--- src/rtl/vdp_port_pkg.sv ---
// vdp_port_pkg: shared constants and types for the VDP CPU port controller.
package vdp_port_pkg;

  // VRAM address width (128 KB) and palette size.
  localparam int VRAM_AW     = 17;
  localparam int PAL_ENTRIES = 16;

  // CPU port codes (A[1:0]).
  localparam logic [1:0] PORT_DATA = 2'd0;
  localparam logic [1:0] PORT_CTRL = 2'd1;
  localparam logic [1:0] PORT_PAL  = 2'd2;
  localparam logic [1:0] PORT_IND  = 2'd3;

  // Register numbers shadowed by the port controller.
  localparam logic [5:0] R14 = 6'd14;
  localparam logic [5:0] R15 = 6'd15;
  localparam logic [5:0] R16 = 6'd16;
  localparam logic [5:0] R17 = 6'd17;

  // VRAM request state.
  typedef enum logic {
    IDLE = 1'b0,
    BUSY = 1'b1
  } xfer_state_e;

endpackage

--- src/rtl/vdp_vram_xfer.sv ---
// vdp_vram_xfer: one outstanding VRAM request plus a one-entry pending slot,
// sticky overrun flag and the prefetch read buffer.
module vdp_vram_xfer
  import vdp_port_pkg::*;
(
  input  logic               clk,
  input  logic               reset_n,
  input  logic               acc_valid,
  input  logic               acc_wr,
  input  logic [VRAM_AW-1:0] acc_addr,
  input  logic [7:0]         acc_wdata,
  output logic               acc_taken,
  output logic               vram_req,
  output logic               vram_wr,
  output logic [VRAM_AW-1:0] vram_addr,
  output logic [7:0]         vram_wdata,
  input  logic               vram_ack,
  input  logic [7:0]         vram_rdata,
  output logic [7:0]         read_buf,
  output logic               overrun
);

  xfer_state_e        state_reg, state_next;
  logic               issue_pend, issue_acc, park_acc, drop_acc;
  logic               pend_valid_reg, pend_wr_reg;
  logic [VRAM_AW-1:0] pend_addr_reg, out_addr_reg;
  logic [7:0]         pend_wdata_reg, out_wdata_reg, read_buf_reg;
  logic               out_wr_reg, overrun_reg;

  // Request state register.
  always_ff @(posedge clk) begin
    if (!reset_n) state_reg <= IDLE;
    else          state_reg <= state_next;
  end

  // Next state and routing of a new access: issue, park in the slot, or drop.
  // A parked entry always goes out first, on the idle cycle after its ack.
  always_comb begin
    state_next = state_reg;
    issue_pend = 1'b0;
    issue_acc  = 1'b0;
    park_acc   = 1'b0;
    drop_acc   = 1'b0;
    case (state_reg)
      IDLE: begin
        if (pend_valid_reg) begin
          issue_pend = 1'b1;
          state_next = BUSY;
        end else if (acc_valid) begin
          issue_acc  = 1'b1;
          state_next = BUSY;
        end
      end
      BUSY: if (vram_ack) state_next = IDLE;
      default: state_next = IDLE;
    endcase
    if (acc_valid && !issue_acc) begin
      if (pend_valid_reg) drop_acc = 1'b1;
      else                park_acc = 1'b1;
    end
  end

  // Request registers, pending slot, read buffer and overrun flag.
  always_ff @(posedge clk) begin
    if (!reset_n) begin
      pend_valid_reg <= 1'b0;
      pend_wr_reg    <= 1'b0;
      pend_addr_reg  <= '0;
      pend_wdata_reg <= 8'h00;
      out_wr_reg     <= 1'b0;
      out_addr_reg   <= '0;
      out_wdata_reg  <= 8'h00;
      read_buf_reg   <= 8'h00;
      overrun_reg    <= 1'b0;
    end else begin
      if (issue_pend) begin
        out_wr_reg    <= pend_wr_reg;
        out_addr_reg  <= pend_addr_reg;
        out_wdata_reg <= pend_wdata_reg;
      end else if (issue_acc) begin
        out_wr_reg    <= acc_wr;
        out_addr_reg  <= acc_addr;
        out_wdata_reg <= acc_wdata;
      end
      if (issue_pend) begin
        pend_valid_reg <= 1'b0;
      end else if (park_acc) begin
        pend_valid_reg <= 1'b1;
        pend_wr_reg    <= acc_wr;
        pend_addr_reg  <= acc_addr;
        pend_wdata_reg <= acc_wdata;
      end
      // Acks outside a transaction (e.g. straggling after reset) are ignored.
      if (state_reg == BUSY && vram_ack && !out_wr_reg) read_buf_reg <= vram_rdata;
      if (drop_acc) overrun_reg <= 1'b1;
    end
  end

  assign acc_taken  = acc_valid & ~drop_acc;
  assign vram_req   = (state_reg == BUSY);
  assign vram_wr    = out_wr_reg;
  assign vram_addr  = out_addr_reg;
  assign vram_wdata = out_wdata_reg;
  assign read_buf   = read_buf_reg;
  assign overrun    = overrun_reg;

endmodule

--- src/rtl/vdp_port_ctrl.sv ---
// vdp_port_ctrl: V9938/V9958 CPU port protocol for ports $98-$9B.
// Optional macro VDP_INDIRECT_REG_EN enables indirect register writes on port 3.
module vdp_port_ctrl
  import vdp_port_pkg::*;
(
  input  logic               clk,
  input  logic               reset_n,
  input  logic               CpuReq,
  input  logic               CpuWrt,
  input  logic [1:0]         CpuAdr,
  input  logic [7:0]         CpuDbo,
  output logic [7:0]         CpuDbi,
  input  logic [7:0]         status_data,
  output logic [3:0]         status_sel,
  output logic               status_rd,
  output logic               reg_wr_en,
  output logic [5:0]         reg_wr_addr,
  output logic [7:0]         reg_wr_data,
  output logic               vram_req,
  output logic               vram_wr,
  output logic [VRAM_AW-1:0] vram_addr,
  output logic [7:0]         vram_wdata,
  input  logic               vram_ack,
  input  logic [7:0]         vram_rdata,
  output logic               pal_wr_en,
  output logic [3:0]         pal_addr,
  output logic [8:0]         pal_data,
  output logic               overrun
);

  localparam logic [3:0] PAL_LAST = 4'(PAL_ENTRIES - 1);

  logic               ctrl_flag_reg, pal_flag_reg, status_rd_reg;
  logic [7:0]         ctrl_latch_reg;
  logic [2:0]         pal_r_reg, pal_b_reg;
  logic [2:0]         r14_hi_reg;   // R#14[2:0]: pointer bits 16:14
  logic [3:0]         r15_sel_reg;  // R#15[3:0]: status register select
  logic [3:0]         r16_idx_reg;  // R#16[3:0]: palette index
  logic [13:0]        ptr_lo_reg;
  logic               reg_wr_en_reg, reg_wr_en_next;
  logic [5:0]         reg_wr_addr_reg, reg_wr_addr_next;
  logic [7:0]         reg_wr_data_reg, reg_wr_data_next;
  logic               pal_wr_en_reg;
  logic [3:0]         pal_addr_reg;
  logic [8:0]         pal_data_reg;
  logic               ctrl_wr, ctrl_rd, pal_wr, ctrl_second, ptr_set, prefetch_set, data_acc;
  logic               acc_valid, acc_wr, acc_taken;
  logic [VRAM_AW-1:0] ptr, ptr_inc, ptr_load, acc_addr;
  logic [7:0]         read_buf;
  logic [3:0]         pal_idx_inc;

  assign ctrl_wr      = CpuReq & CpuWrt & (CpuAdr == PORT_CTRL);
  assign ctrl_rd      = CpuReq & ~CpuWrt & (CpuAdr == PORT_CTRL);
  assign pal_wr       = CpuReq & CpuWrt & (CpuAdr == PORT_PAL);
  assign ctrl_second  = ctrl_wr & ctrl_flag_reg;
  assign ptr_set      = ctrl_second & ~CpuDbo[7];
  assign prefetch_set = ptr_set & ~CpuDbo[6];
  assign data_acc     = CpuReq & (CpuAdr == PORT_DATA);

  // The pointer's top bits live in the R#14 shadow, so carries land there.
  assign ptr      = {r14_hi_reg, ptr_lo_reg};
  assign ptr_inc  = ptr + 17'd1;
  assign ptr_load = {r14_hi_reg, CpuDbo[5:0], ctrl_latch_reg};

  assign acc_valid = data_acc | prefetch_set;
  assign acc_wr    = data_acc & CpuWrt;
  assign acc_addr  = prefetch_set ? ptr_load : ptr;

  assign pal_idx_inc = (r16_idx_reg == PAL_LAST) ? 4'd0 : r16_idx_reg + 4'd1;

`ifdef VDP_INDIRECT_REG_EN
  logic       ind_wr;
  logic       r17_stop_reg;  // R#17 b7: inhibit auto-increment
  logic [5:0] r17_idx_reg;   // R#17[5:0]: indirect target register
  assign ind_wr = CpuReq & CpuWrt & (CpuAdr == PORT_IND);
`endif

  // Register-write request from port 1 (second byte, b7=1) or port 3.
  always_comb begin
    reg_wr_en_next   = 1'b0;
    reg_wr_addr_next = reg_wr_addr_reg;
    reg_wr_data_next = reg_wr_data_reg;
    if (ctrl_second && CpuDbo[7]) begin
      reg_wr_en_next   = 1'b1;
      reg_wr_addr_next = CpuDbo[5:0];
      reg_wr_data_next = ctrl_latch_reg;
    end
`ifdef VDP_INDIRECT_REG_EN
    if (ind_wr && r17_idx_reg != R17) begin
      reg_wr_en_next   = 1'b1;
      reg_wr_addr_next = r17_idx_reg;
      reg_wr_data_next = CpuDbo;
    end
`endif
  end

  // Port protocol state: byte latches, pointer, shadows and output pulses.
  always_ff @(posedge clk) begin
    if (!reset_n) begin
      ctrl_flag_reg   <= 1'b0;
      ctrl_latch_reg  <= 8'h00;
      pal_flag_reg    <= 1'b0;
      pal_r_reg       <= 3'd0;
      pal_b_reg       <= 3'd0;
      r14_hi_reg      <= 3'd0;
      r15_sel_reg     <= 4'd0;
      r16_idx_reg     <= 4'd0;
      ptr_lo_reg      <= 14'd0;
      reg_wr_en_reg   <= 1'b0;
      reg_wr_addr_reg <= 6'd0;
      reg_wr_data_reg <= 8'h00;
      pal_wr_en_reg   <= 1'b0;
      pal_addr_reg    <= 4'd0;
      pal_data_reg    <= 9'd0;
      status_rd_reg   <= 1'b0;
`ifdef VDP_INDIRECT_REG_EN
      r17_stop_reg    <= 1'b0;
      r17_idx_reg     <= 6'd0;
`endif
    end else begin
      reg_wr_en_reg   <= reg_wr_en_next;
      reg_wr_addr_reg <= reg_wr_addr_next;
      reg_wr_data_reg <= reg_wr_data_next;
      status_rd_reg   <= ctrl_rd;
      pal_wr_en_reg   <= 1'b0;

      // Control byte pairing; a status read resynchronises the pair.
      if (ctrl_rd) begin
        ctrl_flag_reg <= 1'b0;
      end else if (ctrl_wr) begin
        if (!ctrl_flag_reg) begin
          ctrl_latch_reg <= CpuDbo;
          ctrl_flag_reg  <= 1'b1;
        end else begin
          ctrl_flag_reg  <= 1'b0;
        end
      end

      // Pointer load, or advance on every accepted port-0 access.
      if (ptr_set) begin
        ptr_lo_reg <= ptr_load[13:0];
      end else if (data_acc && acc_taken) begin
        ptr_lo_reg <= ptr_inc[13:0];
        r14_hi_reg <= ptr_inc[16:14];
      end

      if (reg_wr_en_next) begin
        case (reg_wr_addr_next)
          R14: r14_hi_reg  <= reg_wr_data_next[2:0];
          R15: r15_sel_reg <= reg_wr_data_next[3:0];
          R16: r16_idx_reg <= reg_wr_data_next[3:0];
`ifdef VDP_INDIRECT_REG_EN
          R17: begin
            r17_stop_reg <= reg_wr_data_next[7];
            r17_idx_reg  <= reg_wr_data_next[5:0];
          end
`endif
          default: ;
        endcase
      end

      // Palette: first byte holds R/B, second byte supplies G and commits.
      if (pal_wr) begin
        if (!pal_flag_reg) begin
          pal_r_reg    <= CpuDbo[6:4];
          pal_b_reg    <= CpuDbo[2:0];
          pal_flag_reg <= 1'b1;
        end else begin
          pal_flag_reg  <= 1'b0;
          pal_wr_en_reg <= 1'b1;
          pal_addr_reg  <= r16_idx_reg;
          pal_data_reg  <= {pal_r_reg, pal_b_reg, CpuDbo[2:0]};
          r16_idx_reg   <= pal_idx_inc;
        end
      end

`ifdef VDP_INDIRECT_REG_EN
      if (ind_wr && !r17_stop_reg) r17_idx_reg <= r17_idx_reg + 6'd1;
`endif
    end
  end

  // Read-data mux back to the CPU front end.
  always_comb begin
    CpuDbi = 8'hFF;
    case (CpuAdr)
      PORT_DATA: CpuDbi = read_buf;
      PORT_CTRL: CpuDbi = status_data;
      default:   CpuDbi = 8'hFF;
    endcase
  end

  vdp_vram_xfer u_xfer (
    .clk        (clk),
    .reset_n    (reset_n),
    .acc_valid  (acc_valid),
    .acc_wr     (acc_wr),
    .acc_addr   (acc_addr),
    .acc_wdata  (CpuDbo),
    .acc_taken  (acc_taken),
    .vram_req   (vram_req),
    .vram_wr    (vram_wr),
    .vram_addr  (vram_addr),
    .vram_wdata (vram_wdata),
    .vram_ack   (vram_ack),
    .vram_rdata (vram_rdata),
    .read_buf   (read_buf),
    .overrun    (overrun)
  );

  assign status_sel  = r15_sel_reg;
  assign status_rd   = status_rd_reg;
  assign reg_wr_en   = reg_wr_en_reg;
  assign reg_wr_addr = reg_wr_addr_reg;
  assign reg_wr_data = reg_wr_data_reg;
  assign pal_wr_en   = pal_wr_en_reg;
  assign pal_addr    = pal_addr_reg;
  assign pal_data    = pal_data_reg;

endmodule
--- config.mk ---
export PLATFORM = sky130hd
export DESIGN_NAME = vdp_port_ctrl
export DESIGN_NICKNAME = d
export VERILOG_FILES = /design/src/rtl/vdp_port_pkg.sv /design/src/rtl/vdp_vram_xfer.sv /design/src/rtl/vdp_port_ctrl.sv
export SDC_FILE = /design/constraint.sdc
export NUM_CORES = 1
export LEC_CHECK = 0
export ABC_AREA = 1
export CAP_MARGIN = 0
export CORE_UTILIZATION = 44
export CTS_BUF_LIST = sky130_fd_sc_hd__clkbuf_8
export DETAILED_ROUTE_END_ITERATION = 10
export PLACE_DENSITY_LB_ADDON = 0.1
export SLEW_MARGIN = 15
export SYNTH_ARGS = -nofsm -noshare
export SYNTH_HDL_FRONTEND = slang
export SYNTH_HIERARCHICAL = 1
export SYNTH_SLANG_ARGS = --single-unit
--- constraint.sdc ---
create_clock -name clk -period 7.5 [get_ports clk]
set_input_delay 1.125 -clock clk [delete_from_list [all_inputs] [get_ports clk]]
set_output_delay 1.125 -clock clk [all_outputs]
set_load 0.005 [all_outputs]
Word level (Yosys, flattened, before mapping)
Cells that the tools add are included.
- memories: 0
- memory bits (read-only): 0
- output and inout bits: 70
- logic and storage cells: 111
- bits in registers: 134
- latch bits: 0
- RAM bits: 0
- multiplexer cells: 36
- div/mod/pow operators: 0
- shift operators: 0
- bitwise logic cells: 22
- order comparisons: 0
- equal/unequal tests: 6
- reductions and logical operators: 18
- multiply operators: 0
- add/subtract/negate cells: 2
- operator list (operator ; count):
    $mux W14 ; 3
    $mux W17 ; 2
    $mux W4 ; 6
    $add A17 B1 Y17 const B ; 1
    $mux W1 ; 16
    $mux W8 ; 2
    $pmux W8 S2 ; 1
    $eq A6 B4 Y1 const B ; 2
    $mux W3 ; 4
    $and A1 B1 Y1 ; 11
    $not A1 Y1 ; 10
    $reduce_and A2 Y1 ; 5
    $eq A6 B5 Y1 const B ; 1
    $mux W6 ; 1
    $logic_and A1 B1 Y1 ; 5
    $add A4 B1 Y4 const B ; 1
    $eq A4 B4 Y1 const B ; 1
    $reduce_bool A2 Y1 ; 2
    $reduce_or A2 Y1 ; 2
    $reduce_and A3 Y1 ; 1
    $eq A2 B1 Y1 const B ; 1
    $eq A2 B2 Y1 const B ; 1
    $logic_not A1 Y1 ; 2
    $logic_not A2 Y1 ; 1
    2 further kinds ; 2

Logic depth before layout (Yosys ltp)
- depth after elaboration: 19
- mapped depth: 18
- mapped depth without buffers: 15

Cells and area by module
The synthesis kept the hierarchy.
- by module, submodules not included (module ; instances ; cells an instance ; seq. area each (um2) ; area each (um2)):
    vdp_port_ctrl ; 1 ; 484 ; 1421.4 ; 3369.5
    vdp_vram_xfer ; 1 ; 467 ; 1261.2 ; 2961.6

Worst setup path before layout
No wires, ideal clock.
- kind: in2reg
- from: in CpuAdr[1]
- to: reg r14_hi_reg[1]
- required time: 7389 ps
- setup time: 111 ps
- setup slack: 3798 ps
- data arrival time: 3590 ps
- stages on the path: 18
- cells stage by stage: inv_1 nand2_2 buf_4 nor3_4 nand2_2 or2_1 buf_2 clkbuf_1 o21ai_0 inv_1 nor2_1 nand3_1 nor3_1 nand4_1 nand2_1 nand2_1 nor2_1 nor2_1
- word-level cells in the longest chain between the ends: 19
- elaborated cells between the ends (all ways): 26
- classes of those cells: eq/ne (2); mux (11); bitwise (8); reduce/logical (5)
- RTL lines (item ; line ; RTL):
    start, declared ; vdp_port_ctrl.sv:10 ; input logic [1:0] CpuAdr,
    $eq A2 B1 Y1 ; vdp_port_ctrl.sv:52 ; assign ctrl_wr = CpuReq & CpuWrt & (CpuAdr == PORT_CTRL);
    $and A1 B1 Y1 ; vdp_port_ctrl.sv:52 ;
    $and A1 B1 Y1 ; vdp_port_ctrl.sv:55 ; assign ctrl_second = ctrl_wr & ctrl_flag_reg;
    $and A1 B1 Y1 ; vdp_port_ctrl.sv:56 ; assign ptr_set = ctrl_second & ~CpuDbo[7];
    $and A1 B1 Y1 ; vdp_port_ctrl.sv:57 ; assign prefetch_set = ptr_set & ~CpuDbo[6];
    $or A1 B1 Y1 (*) ; vdp_port_ctrl.sv:65 ; assign acc_valid = data_acc | prefetch_set;
    named net acc_valid ; vdp_port_ctrl.sv:47 ; logic acc_valid, acc_wr, acc_taken;
    $mux W1 ; vdp_vram_xfer.sv:49 ; end else if (acc_valid) begin
    [... 5 more ...] ; -- ;
    $not A1 Y1 ; vdp_vram_xfer.sv:99 ; assign acc_taken = acc_valid & ~drop_acc;
    $and A1 B1 Y1 (*) ; vdp_vram_xfer.sv:99 ;
    named net acc_taken ; vdp_port_ctrl.sv:47 ;
    $logic_and A1 B1 Y1 (*) ; vdp_port_ctrl.sv:142 ; end else if (data_acc && acc_taken) begin
    $mux W3 (*) ; vdp_port_ctrl.sv:142 ;
    $mux W3 (*) ; vdp_port_ctrl.sv:140 ; if (ptr_set) begin
    $mux W3 ; vdp_port_ctrl.sv:148 ; case (reg_wr_addr_next)
    $mux W3 (*) ; vdp_port_ctrl.sv:147 ; if (reg_wr_en_next) begin
    end signal, assigned ; vdp_port_ctrl.sv:144 ; r14_hi_reg <= ptr_inc[16:14];
    end signal, assigned ; vdp_port_ctrl.sv:149 ; R14: r14_hi_reg <= reg_wr_data_next[2:0];
    end, declared ; vdp_port_ctrl.sv:36 ; logic [2:0] r14_hi_reg;
Mark *: on every way through the listed nets, which the timed path passes. The rest lies on a longest branch.
A chain may end at the register's enable or synchronous reset.

Worst setup path after layout
- from: in CpuReq
- to: reg r14_hi_reg[1]
- word-level cells in the longest chain between the ends: 19
- elaborated cells between the ends (all ways): 25
- classes of those cells: eq/ne (1); mux (11); bitwise (9); reduce/logical (4)
- RTL lines (item ; line ; RTL):
    start, declared ; vdp_port_ctrl.sv:8 ; input logic CpuReq,
    $and A1 B1 Y1 (2 in a row) ; vdp_port_ctrl.sv:52 ;
    $and A1 B1 Y1 ; vdp_port_ctrl.sv:55 ;
    $and A1 B1 Y1 ; vdp_port_ctrl.sv:56 ;
    $and A1 B1 Y1 ; vdp_port_ctrl.sv:57 ;
    $or A1 B1 Y1 (*) ; vdp_port_ctrl.sv:65 ;
    named net acc_valid ; vdp_port_ctrl.sv:47 ;
    $mux W1 ; vdp_vram_xfer.sv:49 ;
    $mux W1 ; vdp_vram_xfer.sv:46 ; if (pend_valid_reg) begin
    [... 4 more ...] ; -- ;
    $not A1 Y1 ; vdp_vram_xfer.sv:99 ;
    $and A1 B1 Y1 (*) ; vdp_vram_xfer.sv:99 ;
    named net acc_taken ; vdp_port_ctrl.sv:47 ;
    $logic_and A1 B1 Y1 (*) ; vdp_port_ctrl.sv:142 ;
    $mux W3 (*) ; vdp_port_ctrl.sv:142 ;
    $mux W3 (*) ; vdp_port_ctrl.sv:140 ;
    $mux W3 ; vdp_port_ctrl.sv:148 ;
    $mux W3 (*) ; vdp_port_ctrl.sv:147 ;
Marks and branches as above.

==> flow_summary_export.csv <==
group,metric,value,unit
grt,grt_usage,0.221,
setup_path,rrSetupSlack,3.94,ns
pwr,comb_power_share,0.079,
synthesis,synth_seq_area_share,0.424,
pwr,vdd_ir_drop_max,0.0000962,V
setup_path,cp-start-kind,"input pin",
grt,grt_max_degree,75,
drt,postRouteAntennaNets,0,
setup_path,path_cells,"clkdlybuf4s50_1 > nand2_2 > nor3_4 > nand2_2 > or2_1 > o21ai_0 > inv_1 > nor2_1 > nand3_1 > nor3_1 > nand4_1 > nand2_1 > nand2_1 > nor2_1 > nor2_1",
setup_path,crit_slowest_cell,"or2_1",
grt,antenna_found_initial,0,
cells_and_area,drive_gt1_frac,0.0536,
sta,worstMarginPinSlew,0.880,ns
clocking,h-tree-depth,4,
floorplan,die_y,122,µm
setup_path,cp_max_fo,28,
sta,clock_skew,0.00739,ns
synthesis,synthArstFlopShare,0,
sta,post-route-period-util,0.591,
placement,gp_congestion,0.886,
setup_path,critPathMaxStageDelay,0.57,ns
sta,max_freq,226,MHz
synthesis,syn_area_per_cell,6.66,µm²
clocking,numCtsBuffers,17,
synthesis,ys.flop_type,"dfxtp_1",
floorplan,die_w,122,µm
clocking,ctsHoldBuffers,0,
floorplan,initial_core_util,0.454,
drt,vias,5796,
drt,top_layer,"met4",
synthesis,yosysWarnings,6,
synthesis,syn_inst,951,
sta,slew_headroom,0.407,
floorplan,boundaryPins,101,
floorplan,rows,43,
pwr,pwr-share-seq,0.487,
drt,post-route-drc-count,0,
synthesis,synth_nets,984,
synthesis,ys_ff_latch,134,
pwr,p_int,1.16,mW
floorplan,die_area,14900,µm²
setup_path,required,7.84,ns
clocking,cts_buffer_depth,2,
placement,post-dp-hpwl,10.8,mm
synthesis,synth_edf_count,0,
setup_path,critPathKind,"input pin to flop",
setup_path,arrival,4.77,ns
cells_and_area,finalNetCount,1065,
setup_path,crit_path_end_kind,"flop",
grt,grt_pass1_wl,25.4,mm
drt,viasPerCell,4.73,
drt,dr.pass1.iters,5,
sta,slew_viol_final,0,
clocking,clk_latency,0.44,ns
grt,grt-ovfl-total,0,
drt,post_drt_wl_per_cell,12.8,µm
synthesis,yosysUniqueCellTypes,37,
flow_run,maxCapViolCount,0,
clocking,cts.repair.resized,0,
sta,hold_violations,0,
floorplan,coreArea,13900,µm²
min_path,hold_path.class,"flop to flop",
run_status,status,"completed",
sta,min_period,4.43,ns
clocking,tritoncts,"done",
grt,grt_pass1_vias,5122,
sta,grt_setup_unrepaired,"false",
drt,m1WireLength,7.57,mm
sta,setup_tns,0,ns
synthesis,syn_area,6330,µm²
cells_and_area,area_growth,22.3,%
clocking,cts-root-buf,"clkbuf_8",
pwr,switchingPower,344,µW
pwr,leakage,3.54,nW
clocking,cts_sinks,134,
drt,drtIter0Drc,384,
drt,wl_met3,780,µm
placement,numPortBuffers,100,
clocking,post_cts_buffers,0,
pwr,swShare,0.228,
drt,drt-total-wl,15.6,mm
clocking,path_clk_slew,0.07,ns
sta,hold_slack,0.454,ns
pwr,cellPowerDensity,195,nW/µm²
cells_and_area,num_antenna_cells,0,
sta,setup_viol,0,
pwr,p_clk_frac,0.434,
drt,met2_length,7.03,mm
setup_path,crit_path_frequent_cell,"nor2_1",
final cells by class:
class | count | area, µm²
clock buffer | 20 | 275
clock inverter | 12 | 158
fill | 1397 | 6190
inverter | 151 | 567
multi-input combinational | 625 | 2820
sequential | 134 | 2680
tap | 180 | 225
timing repair buffer | 103 | 1020
cell usage after synthesis (2+ instances only):
library cell	instances	area, µm²
o21ai_1	7	35.0
buf_4	3	22.5
nand3_1	25	125
o22a_1	8	70.1
nand2_1	260	976
nand2_2	5	31.3
inv_2	3	11.3
buf_1	4	15.0
a21oi_1	56	280
clkinv_1	3	11.3
nand4_1	7	43.8
dfxtp_1	134	2680
clkbuf_1	14	52.6
nor2_2	2	12.5
a31oi_1	4	25.0
nor3_1	9	45.0
o211ai_1	2	15.0
buf_6	12	135
xnor2_1	5	43.8
xor2_1	4	35.0
nor2_4	3	33.8
o21ai_0	70	350
inv_1	145	544
ha_1	2	25.0
or2_2	2	12.5
nor2_1	144	541
buf_2	8	40.0
stage by stage:
stage / util / total power [mW] / std cells / setup slack (ns) / area (µm²)
final: 0.556 / 1.51 / 1225 / 3.07 / 7740
after global routing: 0.556 / 1.57 / 1225 / 2.62 / 7740
after CTS: 0.556 / 1.53 / 1225 / 3.14 / 7740
after detailed placement: 0.525 / 0.872 / 1193 / 2.68 / 7310
after global placement: 0.525 / 0.872 / 1193 / 2.76 / 7310
after floorplan: - / 0.814 / 951 / 3.80 / 6330
layout by cell type, fill, tap and decap left out, types with 3 or more instances in the layout:
master           count
nor2_1             144
nor3_1               9
dfxtp_1            134
clkdlybuf4s50_1     99
inv_1              147
nand4_1              7
clkbuf_8            20
buf_4                3
o21ai_0             70
nand3_1             25
a21oi_1             56
o22a_1               8
xor2_1               4
nor2_4               3
a31oi_1              4
nand2_1            260
nand2_2              5
o21ai_1              7
xnor2_1              5
clkinv_2             6
bufinv_16            4
clkinv_1             3
inv_2                3
cells by family (layout without fill, tap and decap cells):
| family | count (synthesis) | after routing | synth area share |
|---|---|---|---|
| xor gates and xnor gates | 9 | 9 | 0.0124 |
| DFF | 134 | 134 | 0.424 |
| muxes | 1 | 1 | 0.00178 |
| buffers and inverters | 192 | 286 | 0.131 |
| adders and majority gates | 2 | 2 | 0.00395 |
| and+or+nand+nor | 463 | 463 | 0.299 |
| AOI/OAI and AO/OA | 150 | 150 | 0.128 |
worst paths after layout:
kind / startpoint / endpoint / cells past startpoint
worst max-delay path: CpuReq / r14_hi_reg[1] / 15
worst min-delay path: pal_r_reg[1] / pal_r_reg[1] / 2
worst max register to register: ctrl_flag_reg / r14_hi_reg[1] / 14
worst min register to register: pal_r_reg[1] / pal_r_reg[1] / 2
power by group through the flow:
stage / sequential (mW) / combinational, mW / clock, mW
after floorplan: 0.751 / 0.0627 / 0
after global placement: 0.752 / 0.120 / 0
after detailed placement: 0.752 / 0.120 / 0
after CTS: 0.735 / 0.121 / 0.669
after global routing: 0.737 / 0.134 / 0.703
final: 0.735 / 0.119 / 0.655
critical path: cells and delay by family:
kind            cells  cell delay, ns
compound gates      1            0.48
buf+inv             2            0.64
simple gates       12            2.50
metal layers:
metal / track usage / vias up
li1: - / 3075
met1: 0.295 / 2565
met2: 0.346 / 138
met3: 0.0482 / 18
met4: 0.0887 / 0
met5: 0 / -
No activity file was read; power rests on OpenSTA's default activity.
